### config.mk
export PLATFORM = sky130hd
export DESIGN_NAME = refresh_cmd_issuer
export DESIGN_NICKNAME = d
export VERILOG_FILES = /design/src/rtl/ddr_maint_pkg.sv /design/src/rtl/maint_timer.sv /design/src/rtl/refresh_cmd_issuer.sv
export SDC_FILE = /design/constraint.sdc
export NUM_CORES = 1
export LEC_CHECK = 0
export BUFFER_PORTS_ARGS = -buffer_cell sky130_fd_sc_hd__buf_2
export CAP_MARGIN = 5
export CORE_MARGIN = 4
export CORE_UTILIZATION = 49
export CTS_CLUSTER_SIZE = 24
export DETAILED_ROUTE_END_ITERATION = 7
export PLACE_DENSITY = 0.74
export SLEW_MARGIN = 20
export SYNTH_ARGS = -nofsm -noshare
export SYNTH_HDL_FRONTEND = slang
export SYNTH_SLANG_ARGS = --single-unit
### constraint.sdc
create_clock -name clk -period 1.8 [get_ports clk]
set_input_delay 0.09 -clock clk [delete_from_list [all_inputs] [get_ports clk]]
set_output_delay 0.09 -clock clk [all_outputs]
set_load 0.02 [all_outputs]
### src/rtl/ddr_maint_pkg.sv
// Shared types and default timing for the DRAM maintenance (refresh) sequencer.
package ddr_maint_pkg;

    typedef enum logic [1:0] {
        OP_NOP  = 2'd0,
        OP_PREA = 2'd1,
        OP_REF  = 2'd2
    } cmd_op_e;

    typedef enum logic [2:0] {
        ST_IDLE     = 3'd0,
        ST_DRAIN    = 3'd1,
        ST_PREA     = 3'd2,
        ST_WAIT_RP  = 3'd3,
        ST_REF      = 3'd4,
        ST_WAIT_RFC = 3'd5
    } maint_state_e;

    localparam int unsigned T_RP_DEFAULT   = 15;
    localparam int unsigned T_RFC_DEFAULT  = 280;
    localparam int unsigned T_WDOG_DEFAULT = 4096;

    // Timer width wide enough to hold the larger of the two reload values.
    function automatic int unsigned tmr_width(input int unsigned a, input int unsigned b);
        int unsigned m;
        m = (a > b) ? a : b;
        return ($clog2(m) < 1) ? 1 : $clog2(m);
    endfunction

endpackage

### src/rtl/maint_timer.sv
// Load/decrement wait timer shared by the tRP and tRFC waits.
module maint_timer #(
    parameter int unsigned W = 9
) (
    input  logic         clk,
    input  logic         rst,
    input  logic         i_load,
    input  logic [W-1:0] i_load_val,
    output logic         o_done
);

    logic [W-1:0] r_count;

    always_ff @(posedge clk) begin
        if (rst) begin
            r_count <= '0;
        end else if (i_load) begin
            r_count <= i_load_val;
        end else if (r_count != '0) begin
            r_count <= r_count - 1'b1;
        end
    end

    // Done one cycle before zero so the wait ends exactly N cycles after the load.
    assign o_done = (r_count <= W'(1));

endmodule

### src/rtl/refresh_cmd_issuer.sv
// Refresh command sequencer: drain, optional precharge-all, refresh, then tRFC hold-off.
// Optional REFRESH_WATCHDOG_EN adds a sticky wdog_err output.
//
// state       | meaning
// IDLE        | no maintenance, scheduler free
// DRAIN       | hold scheduler, wait for in-flight burst to finish
// PREA        | present PRECHARGE-ALL until accepted
// WAIT_RP     | tRP wait before refresh
// REF         | present REFRESH until accepted, acknowledge request
// WAIT_RFC    | tRFC wait before releasing the scheduler
module refresh_cmd_issuer
    import ddr_maint_pkg::*;
#(
    parameter int unsigned T_RP   = T_RP_DEFAULT,
    parameter int unsigned T_RFC  = T_RFC_DEFAULT,
    parameter int unsigned T_WDOG = T_WDOG_DEFAULT
) (
    input  logic       clk,
    input  logic       rst,
    input  logic       issue_cmd,
    output logic       cmd_issued,
    input  logic       rw_busy,
    input  logic       banks_open,
    output logic       maint_hold,
    output logic       cmd_valid,
    output logic [1:0] cmd_op,
    input  logic       cmd_ready
`ifdef REFRESH_WATCHDOG_EN
    ,
    output logic       wdog_err
`endif
);

    localparam int unsigned TW       = tmr_width(T_RP, T_RFC);
    localparam logic [TW-1:0] RP_LOAD  = TW'(T_RP - 1);
    localparam logic [TW-1:0] RFC_LOAD = TW'(T_RFC - 1);
    // A one-cycle delay needs no wait state at all.
    localparam bit RP_SKIP  = (T_RP == 1);
    localparam bit RFC_SKIP = (T_RFC == 1);

    if (T_RP < 1 || T_RFC < 1 || T_WDOG < 1) begin : g_bad_params
        $error("refresh_cmd_issuer: timing parameters must be at least 1");
    end

    maint_state_e     r_state;
    maint_state_e     w_state_nxt;
    logic             w_tmr_load;
    logic [TW-1:0]    w_tmr_val;
    logic             w_tmr_done;

    maint_timer #(.W(TW)) u_timer (
        .clk        (clk),
        .rst        (rst),
        .i_load     (w_tmr_load),
        .i_load_val (w_tmr_val),
        .o_done     (w_tmr_done)
    );

    always_ff @(posedge clk) begin
        if (rst) begin
            r_state <= ST_IDLE;
        end else begin
            r_state <= w_state_nxt;
        end
    end

    always_comb begin
        w_state_nxt = r_state;
        w_tmr_load  = 1'b0;
        w_tmr_val   = '0;
        case (r_state)
            ST_IDLE:     if (issue_cmd) w_state_nxt = ST_DRAIN;
            ST_DRAIN:    if (!rw_busy) w_state_nxt = banks_open ? ST_PREA : ST_REF;
            ST_PREA: begin
                if (cmd_ready) begin
                    w_tmr_load  = 1'b1;
                    w_tmr_val   = RP_LOAD;
                    w_state_nxt = RP_SKIP ? ST_REF : ST_WAIT_RP;
                end
            end
            ST_WAIT_RP:  if (w_tmr_done) w_state_nxt = ST_REF;
            ST_REF: begin
                if (cmd_ready) begin
                    w_tmr_load  = 1'b1;
                    w_tmr_val   = RFC_LOAD;
                    w_state_nxt = RFC_SKIP ? ST_IDLE : ST_WAIT_RFC;
                end
            end
            ST_WAIT_RFC: if (w_tmr_done) w_state_nxt = ST_IDLE;
            default:     w_state_nxt = ST_IDLE;
        endcase
    end

    always_comb begin
        maint_hold = (r_state != ST_IDLE);
        cmd_valid  = 1'b0;
        cmd_op     = OP_NOP;
        cmd_issued = 1'b0;
        case (r_state)
            ST_PREA: begin
                cmd_valid = 1'b1;
                cmd_op    = OP_PREA;
            end
            ST_REF: begin
                cmd_valid  = 1'b1;
                cmd_op     = OP_REF;
                cmd_issued = cmd_ready;
            end
            default: ;
        endcase
    end

`ifdef REFRESH_WATCHDOG_EN
    localparam int unsigned WDW = $clog2(T_WDOG + 1);

    logic [WDW-1:0] r_wdog_cnt;
    logic           r_wdog_err;

    always_ff @(posedge clk) begin
        if (rst) begin
            r_wdog_cnt <= '0;
            r_wdog_err <= 1'b0;
        end else if (r_state == ST_IDLE || cmd_issued) begin
            r_wdog_cnt <= '0;
        end else if (r_wdog_cnt == WDW'(T_WDOG - 1)) begin
            r_wdog_err <= 1'b1;
        end else begin
            r_wdog_cnt <= r_wdog_cnt + 1'b1;
        end
    end

    assign wdog_err = r_wdog_err;
`endif

endmodule

==> Implementation_results.wiki <==
{| class="wikitable"
! Metric !! Value
|-
| Run status || finished with violations
|-
| Failing checks || negative setup slack
|-
| Most instantiated flip-flop cell in the synthesis netlist || sky130_fd_sc_hd__dfxtp_1
|-
| Simple-Gate Fraction of Synth Area || 27.0%
|-
| Unique cell type count in the Yosys netlist || 40
|-
| Class of the tightest hold or removal check || in2reg
|-
| Share of async-settable or async-resettable flops after synthesis || 0%
|-
| Post-Synth XOR/XNOR Area || 5.49%
|-
| Input/output buffers || 10
|-
| Endpoint of the most critical register-to-register path || u_timer.r_count[0]
|-
| Critical-path maximum fanout || 5
|-
| Mean cell area of the mapped netlist || 9.06 um2
|-
| Starting utilization of the core area || 52.3%
|-
| Number of cells produced by synthesis || 88
|-
| Post-layout util || 60.1%
|-
| Master cell of the clock root buffer || sky130_fd_sc_hd__clkbuf_4
|-
| Final GP Congestion || 0.824
|-
| WHS || 45.4 ps
|-
| Portion of the post-synthesis area used by sequential elements || 30.1%
|-
| Vias in the first global route || 612
|-
| Number of instances resized during post-cts repair || 0
|-
| Overall Power || 1510 uW
|-
| Launch instance of the worst min-delay path || banks_open
|-
| Commonest cells in the synthesized netlist || sky130_fd_sc_hd__dfxtp_1, sky130_fd_sc_hd__a21oi_1, sky130_fd_sc_hd__inv_1, sky130_fd_sc_hd__nor3_1, sky130_fd_sc_hd__or2_2
|-
| Initial antenna violation count || 0
|-
| Crit path setup slack, layout || -23.0 ps
|-
| Wire per inst || 15.3 um
|-
| Leakage power of the design || 0.000389 uW
|-
| Synthesized-area fraction occupied by ao, oa, aoi and oai cells || 26.8%
|-
| Setup slack, reg-to-reg || -20 ps
|-
| Fraction of post-synthesis cell area in the top cell type by area || 30.1%
|-
| Synth Area in Adders || 3.14%
|-
| Pre-CTS setup slack || 40.6 ps
|-
| DRC errors left || 0
|-
| Total via count in the routed design || 712
|-
| Number of diodes || 0
|-
| Via count normalized by instance count || 6.03
|-
| Congestion Overflow GR || 0
|-
| Area post-placement || 878 um2
|-
| Arrival time of data at the critical path endpoint || 2010 ps
|-
| Netlist area before placement || 797 um2
|-
| Footprint of the multi-input gates || 520 um2
|-
| Standard-cell rows || 14
|-
| I/O pin count || 11
|-
| Net count after synthesis || 96
|-
| Cell depth of the worst min-delay path || 3
|-
| Dominant combinational cell family by area after synthesis || simple AND/OR/NAND/NOR gates
|-
| Total power density per cell area || 1640 mW/mm2
|-
| Area of the core region || 0.00152 mm2
|-
| Peak supply drop || 1010 uV
|-
| Fraction of synthesized area in multiplexers || 1.26%
|-
| Area growth, synth to finish || 14.9%
|-
| # setup viols final || 1
|-
| Max_cap viols || 0
|-
| Die height || 48.3 um
|-
| Antenna viol nets, final || 0
|-
| Number of buffers inserted by post-CTS setup repair || 0
|-
| Max-slew violations || 0
|-
| Clock latency reported for the late side of the worst-skew pair || 280 ps
|-
| Remaining max-slew budget at the tightest pin || 64.6%
|-
| Number of buffers added by the clock tree synthesis step || 3
|-
| Required time at the endpoint of the critical path || 1990 ps
|-
| Hold Crit Endpoint || r_state[1]
|-
| Routed Wire Length || 1800 um
|-
| Most repeated cell in the gate-level netlist after synthesis || sky130_fd_sc_hd__dfxtp_1
|-
| Number of synthesized flops with an enable pin || 0
|-
| TritonRoute pass-1 iters || 4
|-
| Fillers || 130
|-
| Library cell with the largest summed area after synthesis || sky130_fd_sc_hd__dfxtp_1
|-
| Endpoint class of the critical path || flip-flop
|-
| Clock tree from TritonCTS || done
|-
| Post-route cell area || 916 um2
|-
| Wire length of the first global-routing pass || 2750 um
|-
| Crit start category || flip-flop
|-
| Total of hold buffers inserted after clock tree synthesis || 0
|-
| Detailed placement HPWL || 1220 um
|-
| Hold Vio Cnt, Final || 0
|-
| Drt initial violations || 17
|-
| Achievable Freq || 549 MHz
|-
| Share of cells above drive strength 1 || 35.3%
|-
| Syn. warnings || 0
|-
| Final net count || 112
|-
| Worst r2r path cells || 6
|-
| Final critical-path required period || 1820 ps
|-
| Maximum level of the CTS H-tree || 1
|-
| Worst reg2reg startpoint || u_timer.r_count[0]
|-
| Gr usage total || 14.7%
|-
| Post-route clock period utilization || 101%
|-
| Pin count of the biggest net entering global routing || 14
|-
| Synth area leaders || sky130_fd_sc_hd__dfxtp_1, sky130_fd_sc_hd__a21oi_1, sky130_fd_sc_hd__nor3_1, sky130_fd_sc_hd__xnor2_1, sky130_fd_sc_hd__ha_1
|-
| Register bit total from synthesis || 12
|-
| Die footprint || 0.00234 mm2
|-
| Clk slew on worst S/H paths || 70 ps
|-
| Worst-Margin Slew || 526 ps
|-
| Number of clock sinks seen by CTS || 12
|-
| Final clock skew || 1.51 ps
|-
| Reg area || 243 um2
|-
| Bufs on Longest Clock Path || 2
|-
| Horizontal die dimension || 48.3 um
|-
| Type of the worst setup path || reg2reg
|}
layout make-up:
class                           instances  share of cell area (%)
Inverter                                6                    2.46
Tap cell                               16                    2.19
Multi-Input combinational cell         66                    56.8
Sequential cell                        12                    26.5
Timing Repair Buffer                   15                    9.56
Clock buffer                            3                    2.46
state kept, by name (all words and copies together) (netlist names):
register,count
u_timer.r_count,9
r_state,3
how the worst max path moves through the flow:
stage	start	slack [ps]	cells past startpoint	to
floorplan	u_timer.r_count[0]	30	6	u_timer.r_count[0]
global placement	u_timer.r_count[0]	110	6	u_timer.r_count[0]
detailed placement	u_timer.r_count[1]	40	6	u_timer.r_count[0]
CTS	u_timer.r_count[1]	30	6	u_timer.r_count[0]
global route	u_timer.r_count[0]	-90	6	u_timer.r_count[0]
finish	u_timer.r_count[0]	-20	6	u_timer.r_count[0]
power breakdown:
group	switching, uW	internal, uW	leakage [uW]
Clock	94.6	77.7	0.0000138
Sequential	96.9	350	0.0000994
Combinational	458	429	0.000276
layout by cell type, fill, tap and decap left out, drive strengths merged, types with 4 or more instances in the layout:
master,instances
or2,4
a211oi,4
a21oi,7
buf,15
dfxtp,12
nor3,7
inv,6
cells by family (layout without fill, tap and decap cells):
family | Yosys count | after routing
compound gates | 25 | 25
mux | 1 | 1
fa+ha+maj | 2 | 2
simple gates | 33 | 33
buf+inv | 10 | 24
xor+xnor | 5 | 5
flops | 12 | 12
stage by stage:
| step | instances | setup TNS, ps |
|---|---|---|
| after floorplan | 88 | 0 |
| after global placement | 115 | 0 |
| after detailed placement | 115 | 0 |
| after CTS | 118 | 0 |
| after global routing | 118 | -101 |
| final | 118 | -23.0 |
metal layers:
metal | wire [um] | up-vias | GRT usage (%)
met5 | 0 | - | 0
met2 | 785 | 17 | 20.2
li1 | - | 359 | -
met1 | 888 | 329 | 21.0
met3 | 87 | 7 | 3.68
met4 | 42 | 0 | 7.37
worst max-delay path, stage by stage (launching register included):
cell                       delay, ps
sky130_fd_sc_hd__dfxtp_1         330
sky130_fd_sc_hd__inv_2            90
sky130_fd_sc_hd__ha_2            180
sky130_fd_sc_hd__or4b_4          510
sky130_fd_sc_hd__a211oi_4        310
sky130_fd_sc_hd__a211oi_2        110
sky130_fd_sc_hd__a211oi_2        200
Power figures use the tool's default switching activity.
